[src/rtl/seg_display_driver_pkg.sv]
// Shared constants for the 7-segment display driver: digit width, blank code
// and the hex-to-segment table. Segment bit order is {g,f,e,d,c,b,a}, 1 = lit.
package seg_display_driver_pkg;

  localparam int unsigned DIGIT_W = 4;

  localparam logic [6:0] SEG_BLANK = 7'h00;
  localparam logic [6:0] SEG_0 = 7'h3F;
  localparam logic [6:0] SEG_1 = 7'h06;
  localparam logic [6:0] SEG_2 = 7'h5B;
  localparam logic [6:0] SEG_3 = 7'h4F;
  localparam logic [6:0] SEG_4 = 7'h66;
  localparam logic [6:0] SEG_5 = 7'h6D;
  localparam logic [6:0] SEG_6 = 7'h7D;
  localparam logic [6:0] SEG_7 = 7'h07;
  localparam logic [6:0] SEG_8 = 7'h7F;
  localparam logic [6:0] SEG_9 = 7'h6F;
  localparam logic [6:0] SEG_A = 7'h77;
  localparam logic [6:0] SEG_B = 7'h7C;
  localparam logic [6:0] SEG_C = 7'h39;
  localparam logic [6:0] SEG_D = 7'h5E;
  localparam logic [6:0] SEG_E = 7'h79;
  localparam logic [6:0] SEG_F = 7'h71;

  function automatic logic [6:0] hex_to_seg(input logic [DIGIT_W-1:0] hex);
    logic [6:0] code;
    unique case (hex)
      4'h0: code = SEG_0;
      4'h1: code = SEG_1;
      4'h2: code = SEG_2;
      4'h3: code = SEG_3;
      4'h4: code = SEG_4;
      4'h5: code = SEG_5;
      4'h6: code = SEG_6;
      4'h7: code = SEG_7;
      4'h8: code = SEG_8;
      4'h9: code = SEG_9;
      4'hA: code = SEG_A;
      4'hB: code = SEG_B;
      4'hC: code = SEG_C;
      4'hD: code = SEG_D;
      4'hE: code = SEG_E;
      4'hF: code = SEG_F;
      default: code = SEG_BLANK;
    endcase
    return code;
  endfunction

endpackage

[src/rtl/seg_display_driver_if.sv]
// Key-entry / display bundle for seg_display_driver.
//   din, load, clear : key code and strobes from the keypad side
//   seg, dig_n, full : segment code, active-low digit enables, buffer-full flag
interface seg_display_driver_if #(
  parameter int unsigned NUM_DIGITS = 4
);
  import seg_display_driver_pkg::*;

  logic [DIGIT_W-1:0]    din;
  logic                  load;
  logic                  clear;
  logic [6:0]            seg;
  logic [NUM_DIGITS-1:0] dig_n;
  logic                  full;

  modport master (output din, load, clear, input seg, dig_n, full);
  modport slave  (input din, load, clear, output seg, dig_n, full);

endinterface

[src/rtl/seg_display_driver_seg7_decoder.sv]
// Combinational hex-to-7-segment decoder with blanking.
//   hex   : 4-bit digit value
//   blank : 1 forces all segments dark
//   seg   : {g,f,e,d,c,b,a}, 1 = lit
module seg_display_driver_seg7_decoder
  import seg_display_driver_pkg::*;
(
  input  logic [DIGIT_W-1:0] hex,
  input  logic               blank,
  output logic [6:0]         seg
);

  always_comb begin
    seg = blank ? SEG_BLANK : hex_to_seg(hex);
  end

endmodule

[src/rtl/seg_display_driver.sv]
// Calculator-style digit buffer driving a multiplexed common-cathode display.
//   clk, rst : clock and synchronous active-high reset
//   bus      : slave side of seg_display_driver_if (din/load/clear in,
//              seg/dig_n/full out, all outputs registered)
module seg_display_driver
  import seg_display_driver_pkg::*;
#(
  parameter int unsigned NUM_DIGITS = 4,
  parameter int unsigned SCAN_DIV   = 50000,
  parameter bit          BLANK_LEAD = 1'b1
) (
  input logic                clk,
  input logic                rst,
  seg_display_driver_if.slave bus
);

  localparam int unsigned PtrW  = $clog2(NUM_DIGITS);
  localparam int unsigned CntW  = $clog2(NUM_DIGITS + 1);
  localparam int unsigned PresW = $clog2(SCAN_DIV);

  logic [NUM_DIGITS-1:0][DIGIT_W-1:0] buf_q, buf_d;
  logic [CntW-1:0]                    cnt_q, cnt_d;
  logic                               full_q;
  logic [PresW-1:0]                   presc_q, presc_d;
  // ptr_q is the next slot to show; slot_q is the slot currently on display.
  logic [PtrW-1:0]                    ptr_q, ptr_d, slot_q, slot_d, sel;
  logic                               active_q, tick, blank;
  logic [6:0]                         seg_q, seg_d, dec_seg;
  logic [NUM_DIGITS-1:0]              dig_n_q, dig_n_d;

  // Shift buffer: clear wins over load; count saturates at NUM_DIGITS.
  always_comb begin
    buf_d = buf_q;
    cnt_d = cnt_q;
    if (bus.clear) begin
      buf_d = '0;
      cnt_d = '0;
    end else if (bus.load) begin
      buf_d = {buf_q[NUM_DIGITS-2:0], bus.din};
      if (cnt_q != CntW'(NUM_DIGITS)) cnt_d = cnt_q + CntW'(1);
    end
  end

  // Scan timing: the tick edge starts a slot with one dark cycle.
  always_comb begin
    tick    = (presc_q == PresW'(SCAN_DIV - 1));
    presc_d = tick ? '0 : presc_q + PresW'(1);
    ptr_d   = ptr_q;
    slot_d  = slot_q;
    if (tick) begin
      slot_d = ptr_q;
      ptr_d  = (ptr_q == PtrW'(NUM_DIGITS - 1)) ? '0 : ptr_q + PtrW'(1);
    end
  end

  // Look ahead to the incoming slot so seg is ready during the dark cycle.
  always_comb begin
    sel   = tick ? ptr_q : slot_q;
    // Digit 0 is never blanked, so an empty buffer reads "0".
    blank = BLANK_LEAD && (sel != '0) && (CntW'(sel) >= cnt_q);
  end

  seg_display_driver_seg7_decoder u_decoder (
    .hex   (buf_q[sel]),
    .blank (blank),
    .seg   (dec_seg)
  );

  always_comb begin
    seg_d   = (active_q || tick) ? dec_seg : SEG_BLANK;
    dig_n_d = '1;
    if (active_q && !tick) dig_n_d[slot_q] = 1'b0;
  end

  always_ff @(posedge clk) begin
    if (rst) begin
      buf_q    <= '0;
      cnt_q    <= '0;
      full_q   <= 1'b0;
      presc_q  <= '0;
      ptr_q    <= '0;
      slot_q   <= '0;
      active_q <= 1'b0;
      seg_q    <= SEG_BLANK;
      dig_n_q  <= '1;
    end else begin
      buf_q    <= buf_d;
      cnt_q    <= cnt_d;
      full_q   <= (cnt_d == CntW'(NUM_DIGITS));
      presc_q  <= presc_d;
      ptr_q    <= ptr_d;
      slot_q   <= slot_d;
      active_q <= active_q | tick;
      seg_q    <= seg_d;
      dig_n_q  <= dig_n_d;
    end
  end

  assign bus.seg   = seg_q;
  assign bus.dig_n = dig_n_q;
  assign bus.full  = full_q;

endmodule

[src/flat_wrapper.sv]
// flat-port wrapper written by rule: the top's interface ports become plain ports
module seg_display_driver_flat import seg_display_driver_pkg::*;
#(
  parameter int unsigned NUM_DIGITS = 4,
  parameter int unsigned SCAN_DIV   = 50000,
  parameter bit          BLANK_LEAD = 1'b1
)
  (clk, rst, bus_din, bus_load, bus_clear, bus_seg, bus_dig_n, bus_full);
  seg_display_driver_if #(.NUM_DIGITS(NUM_DIGITS)) bus_i ();
  input logic clk;
  input logic rst;
  input wire logic [$bits(bus_i.din)-1:0] bus_din;
  input wire logic [$bits(bus_i.load)-1:0] bus_load;
  input wire logic [$bits(bus_i.clear)-1:0] bus_clear;
  output wire logic [$bits(bus_i.seg)-1:0] bus_seg;
  output wire logic [$bits(bus_i.dig_n)-1:0] bus_dig_n;
  output wire logic [$bits(bus_i.full)-1:0] bus_full;
  assign bus_i.din = bus_din;
  assign bus_i.load = bus_load;
  assign bus_i.clear = bus_clear;
  assign bus_seg = bus_i.seg;
  assign bus_dig_n = bus_i.dig_n;
  assign bus_full = bus_i.full;
  seg_display_driver #(.NUM_DIGITS(NUM_DIGITS), .SCAN_DIV(SCAN_DIV), .BLANK_LEAD(BLANK_LEAD)) u_core (.clk(clk), .rst(rst), .bus(bus_i));
endmodule
[config.mk]
export PLATFORM = sky130hd
export DESIGN_NAME = seg_display_driver_flat
export DESIGN_NICKNAME = d
export VERILOG_FILES = /design/src/rtl/seg_display_driver_pkg.sv /design/src/rtl/seg_display_driver_if.sv /design/src/rtl/seg_display_driver_seg7_decoder.sv /design/src/rtl/seg_display_driver.sv /design/src/flat_wrapper.sv
export SDC_FILE = /design/constraint.sdc
export NUM_CORES = 1
export LEC_CHECK = 0
export BUFFER_PORTS_ARGS = -buffer_cell sky130_fd_sc_hd__buf_2
export CAP_MARGIN = 10
export CELL_PAD_IN_SITES_DETAIL_PLACEMENT = 1
export CELL_PAD_IN_SITES_GLOBAL_PLACEMENT = 2
export CORE_MARGIN = 2
export CORE_UTILIZATION = 40
export DETAILED_ROUTE_END_ITERATION = 16
export GPL_ROUTABILITY_DRIVEN = 0
export PLACE_DENSITY_LB_ADDON = 0.1
export SETUP_SLACK_MARGIN = 0.02
export SYNTH_ARGS = -nofsm -noshare
export SYNTH_HDL_FRONTEND = slang
export SYNTH_SLANG_ARGS = --single-unit
[constraint.sdc]
create_clock -name clk -period 5.5 [get_ports clk]
set_clock_uncertainty 0.15 [all_clocks]
set_input_delay 0 -clock clk [delete_from_list [all_inputs] [get_ports clk]]
set_output_delay 0 -clock clk [all_outputs]
set_load 0.01 [all_outputs]
# Word level (Yosys, flattened, before mapping)
# Memories as Yosys holds them, arrays and structs flattened. A register that Yosys moved wholly into a read port is not among the register bits.
# Cells that the tools add are included.
# W data, S select, Z words.
# word_totals
ff_bits,45
mem_bits_ro,112
in_bits,8
output_inout_bits,12
wordCells,46
memories,1
# mem_list
memory,depth,word_bits,rd,rd_ports_with_merged_regs,write_ports,line,text
(name not given),16,7,1,1,0,seg_display_driver_pkg.sv:27,unique case (hex)
# classes
addsub,3
n_lt_le_gt_ge,4
n_eq_ne,4
n_mux,9
bitwise,4
reduce_logical,10
# op_table
operator,n
$add A16 B1 Y16 const B,1
$eq A16 B16 Y1 const B,1
$mux W3,3
$bmux W4 S2,1
$lt A2 B3 Y1 const B,2
$reduce_or A2 Y1,3
$mux W2,2
$mux W4,1
$not A4 Y4,1
$add A3 B1 Y3 const B,1
$eq A3 B3 Y1 const B,1
$ge A2 B3 Y1,1
$logic_and A1 B1 Y1,3
$ne A3 B3 Y1 const B,1
$reduce_or A3 Y1,1
$add A2 B1 Y2 const B,1
$demux W1 S2,1
$eq A2 B2 Y1 const B,1
$ge A2 B1 Y1 const B,1
$not A1 Y1,2
$reduce_bool A2 Y1,1
$logic_not A1 Y1,1
$logic_or A1 B1 Y1,1
$mux W1,1
$or A1 B1 Y1,1

# Longest topological paths before layout
# logic_depth
word_depth,5
ltp_mapped,14
ltp_nobuf,13

# Modules after synthesis
# A second synthesis with hierarchy kept.
# hier_totals
cells_unflattened,250
hier_area_um2,2543.7
# modules_own_cells
mod,n_inst,cells_per_inst,area_per_inst_um2
seg_display_driver,1,217,2274.7
seg_display_driver_seg7_decoder,1,33,269.0

# Worst setup path after synthesis
# No wires, ideal clock.
# synth_path
path_kind,register to register
start,reg u_core.presc_q[7]
end,reg u_core.seg_q[5] (netlist: u_core.bus.seg[5])
arrival_time_ns,2.938
path_slack_ns,2.285
stages_incl_launch_ff,12
period_less_slack_ns,3.215
cell_sequence,dfxtp_1 or4b_4 nor4_4 mux2_4 inv_2 mux2_2 inv_1 ha_1 inv_1 nor3_1 o21bai_1 a221oi_1
# synth_via
elab_chain_cells,5
# synth_rtl
element,line,text
from (decl),seg_display_driver.sv:24,"logic [PresW-1:0] presc_q, presc_d;"
from (signal assigned),seg_display_driver.sv:90,presc_q <= presc_d;
$eq A16 B16 Y1 (*),seg_display_driver.sv:46,tick = (presc_q == PresW'(SCAN_DIV - 1));
$mux W2,seg_display_driver.sv:58,sel = tick ? ptr_q : slot_q;
$ge A2 B3 Y1 or $reduce_bool A2 Y1 (tied branches),seg_display_driver.sv:60,blank = BLANK_LEAD && (sel != '0) && (CntW'(sel) >= cnt_q);
$logic_and A1 B1 Y1,seg_display_driver.sv:60,
$reduce_or A3 Y1 (no line),--,
to (decl),seg_display_driver.sv:28,"logic [6:0] seg_q, seg_d, dec_seg;"
# Every way passes the cells marked *; elsewhere a longest branch is shown, timed or not. The select of a mux whose other input is x is not followed.
# A chain may end at the register's enable or synchronous reset.

# Worst setup path in the final report
# layout_path
start,reg u_core.presc_q[7]
end,reg u_core.seg_q[5] (netlist: u_core.bus.seg[5])
# layout_via
elab_chain_cells,5
# layout_rtl
element,line,text
$eq A16 B16 Y1 (*),seg_display_driver.sv:46,
$mux W2 (*),seg_display_driver.sv:58,
via u_core.sel[1],seg_display_driver.sv:26,"logic [PtrW-1:0] ptr_q, ptr_d, slot_q, slot_d, sel;"
$ge A2 B3 Y1 or $reduce_bool A2 Y1 (tied branches),seg_display_driver.sv:60,
$logic_and A1 B1 Y1,seg_display_driver.sv:60,
$reduce_or A3 Y1 (no line),--,
# Mark *: on every way through the listed nets, which the timed path passes. The rest lies on a longest branch. The select of a mux whose other input is x is not followed.

==> reports/qor.csv <==
stage,metric,value,unit
run_status,status,"complete, no violations",
timing,setup_viol,0,
logic_synthesis,yosysSeqAreaShare,0.4211,
setup_path,worstSetupStartpointType,flip-flop,
power,max-vdd-ir-drop,144.2,uV
logic_synthesis,synth_top_area_cell,dfxtp_1,
cts,cts_resized,0,
finish,antennaDiodeCount,0,
place,place_hpwl,3911,microns
detailed_routing,avgViaCountPerCell,5.156,
detailed_routing,route.detailed.drc,0,
die,start_util,0.4151,
cts,holdBufCountCts,6,
die,die_y,82.62,microns
setup_path,critPathTopFamily,simple AND/OR/NAND/NOR gates,
global_routing,grt_pass1_wl,8832,microns
setup_path,cp-end-kind,flip-flop,
setup_path,cp.required,5.53,ns
setup_path,max_stage_delay,0.58,ns
logic_synthesis,yosys_warnings,0,
timing,slew_viol_final,0,
detailed_routing,vias,1846,
cts,cts_tree,built,
cts,cts_setup_buffers,0,
logic_synthesis,async_flop_share,0,
global_routing,grt_max_degree,21,
detailed_routing,ant_nets,0,
die,die-area,6826,sq um
cts,cts_inserted_buffers,5,
timing,period_share,0.6866,
die,die_w,82.62,microns
die,core_area,5956,sq um
timing,setup_tns,0,ns
job,cap_viol_max_count,0,
logic_synthesis,ys_seq_elements,52,
logic_synthesis,synthCells,259,
logic_synthesis,synth_edf_count,0,
cts,cts.sinks,52,
cts,cts-root-buf,clkbuf_8,
detailed_routing,drtPass1Iterations,4,
setup_path,critPathBufInv,3,
setup_path,cp_max_fo,9,
timing,min_period,3.776,ns
detailed_routing,wl_per_cell,14.90,microns
setup_path,worstSetupPathType,reg2reg,
cts,cts.path.max_buffers,2,
logic_synthesis,post-synth-top-count-cell,dfxtp_1,
timing,rsz0062_at_grt,false,
logic_synthesis,yosys-top-cells-count,"dfxtp_1, nor2_1, mux2i_1",
finish,drive_gt1_frac,0.1519,
detailed_routing,drt_iter0_markers,42,
finish,nets,303,
global_routing,grt_pass1_vias,1852,
setup_path,crit_slowest_cell,or4b_4,
logic_synthesis,synth_top_area_frac,0.4211,
power,p_per_area,252.1,nW/um^2
setup_path,worstPathArrival,3.81,ns
timing,slew_headroom,0.5902,
timing,hold_violations,0,
logic_synthesis,syn_area,2472,sq um
setup_path,cp_common_cell,inv_1,
place,io_buffers,19,
logic_synthesis,syn-num-nets,280,
finish,area_growth,13.36,%
power,power.leakage,1.117,nW
global_routing,antenna_found_initial,0,
cts,clock_latency,0.30,ns
global_routing,gr-usage-all-layers,0.1690,
logic_synthesis,synthDistinctLibCells,50,
cts,path_clk_slew,0.09,ns
min_path,hp-class,in2reg,
logic_synthesis,avgSynthCellArea,9.546,sq um
timing,worst_pin_slew,0.6068,ns
die,rows,28,
timing,max_freq,264.8,MHz
cts,cts-htree-levels,2,
finish,post-route-util,0.4706,
die,ioPinCount,20,
logic_synthesis,synth_top_cells_by_area,"dfxtp_1, mux2i_1, nor2_1, ha_1, xor2_1",
global_routing,overflow,0,
logic_synthesis,yosys_most_used_dff,dfxtp_1,
detailed_routing,wirelength,5335,microns
setup_path,crit_chain,or4b_4 -> o41ai_1 -> and2_1 -> inv_6 -> mux2i_1 -> mux2_2 -> inv_1 -> ha_1 -> inv_1 -> nor3_1 -> o21bai_1 -> a221oi_1,
per-layer routing:
| metal | up-vias | GRT usage | routed length, microns |
|---|---|---|---|
| met1 | 882 | 0.2055 | 2502 |
| li1 | 942 | - | - |
| met5 | - | 0 | 0 |
| met2 | 14 | 0.2992 | 2674 |
| met4 | 0 | 0.05410 | 69 |
| met3 | 8 | 0.03261 | 89 |
state kept, by name, indices dropped and copies added, names as in the netlist:
signal / flops
u_core.bus.dig_n: 4
u_core.slot_q: 2
u_core.bus.seg: 7
u_core.bus.full: 1
u_core.presc_q: 16
u_core.active_q: 1
u_core.cnt_q: 3
u_core.ptr_q: 2
u_core.buf_q: 16
path summary, 6_finish.rpt:
path	from	end	slack [ns]	cells past startpoint
worst max-delay path	u_core.presc_q[7]$_SDFF_PP0_	u_core.bus.seg[5]$_SDFF_PP0_	1.72	12
worst max register to register	u_core.presc_q[7]$_SDFF_PP0_	u_core.bus.seg[5]$_SDFF_PP0_	1.72	12
worst min register to register	u_core.active_q$_SDFF_PP0_	u_core.bus.dig_n[3]$_SDFF_PP1_	0.29	1
worst min-delay path	bus_load	u_core.cnt_q[1]$_SDFF_PP0_	0.08	3
area by class of cell:
| type | count | area (sq um) |
|---|---|---|
| clock buffers | 7 | 96.34 |
| clock inverters | 1 | 30.03 |
| fillers | 692 | 3153 |
| inverters | 8 | 35.03 |
| multi-input cells | 190 | 1351 |
| flip-flops and latches | 52 | 1041 |
| well taps | 75 | 93.84 |
| repair buffers | 25 | 155.1 |
worst min-delay path, delay by kind of cell:
family	cells	cell delay, ns
simple gates	1	0.14
compound gates	1	0.06
buf+inv	1	0.28
cells in the final DEF, fill, tap and decap left out, types with 4 or more instances in the layout:
master	n
mux2i_1	23
nand3_1	6
clkbuf_8	7
nor2_1	50
inv_1	6
buf_2	19
a21boi_0	4
xnor2_1	6
and3_1	4
nand4_1	5
xor2_1	8
dlygate4sd3_1	6
ha_1	13
a21oi_1	4
nand2_1	17
dfxtp_1	52
stage by stage:
| step | setup slack [ns] | cells | area (sq um) | hold WS [ns] | total power, W |
|---|---|---|---|---|---|
| 6_report | 1.724 | 358 | 2803 | 0.08212 | 0.0007064 |
| 5_1_grt | 1.462 | 358 | 2803 | 0.09143 | 0.0007396 |
| 4_1_cts | 1.752 | 358 | 2803 | 0.07861 | 0.0007198 |
| 3_5_place_dp | 1.765 | 344 | 2616 | 0.09947 | 0.0004270 |
| 3_3_place_gp | 1.953 | 344 | 2616 | 0.08292 | 0.0004265 |
| 2_1_floorplan | 2.285 | 259 | 2472 | -0.002357 | 0.0004177 |
power breakdown:
part / leakage (nW) / total [W] / internal, W / switching [W]
combinational: 0.632 / 0.0000370 / 0.0000166 / 0.0000204
clock: 0.0645 / 0.000285 / 0.000161 / 0.000125
sequential: 0.420 / 0.000384 / 0.000380 / 0.00000426
cell families (layout without fill, tap and decap cells):
logic type | after synthesis | after routing | share of synthesized area
xor+xnor | 14 | 14 | 0.04960
mux | 27 | 27 | 0.1139
compound gates | 30 | 30 | 0.1012
flops | 52 | 52 | 0.4211
fa+ha+maj | 13 | 13 | 0.06579
buf+inv | 17 | 41 | 0.03239
simple gates | 106 | 106 | 0.2161
Power figures use the tool's default switching activity.
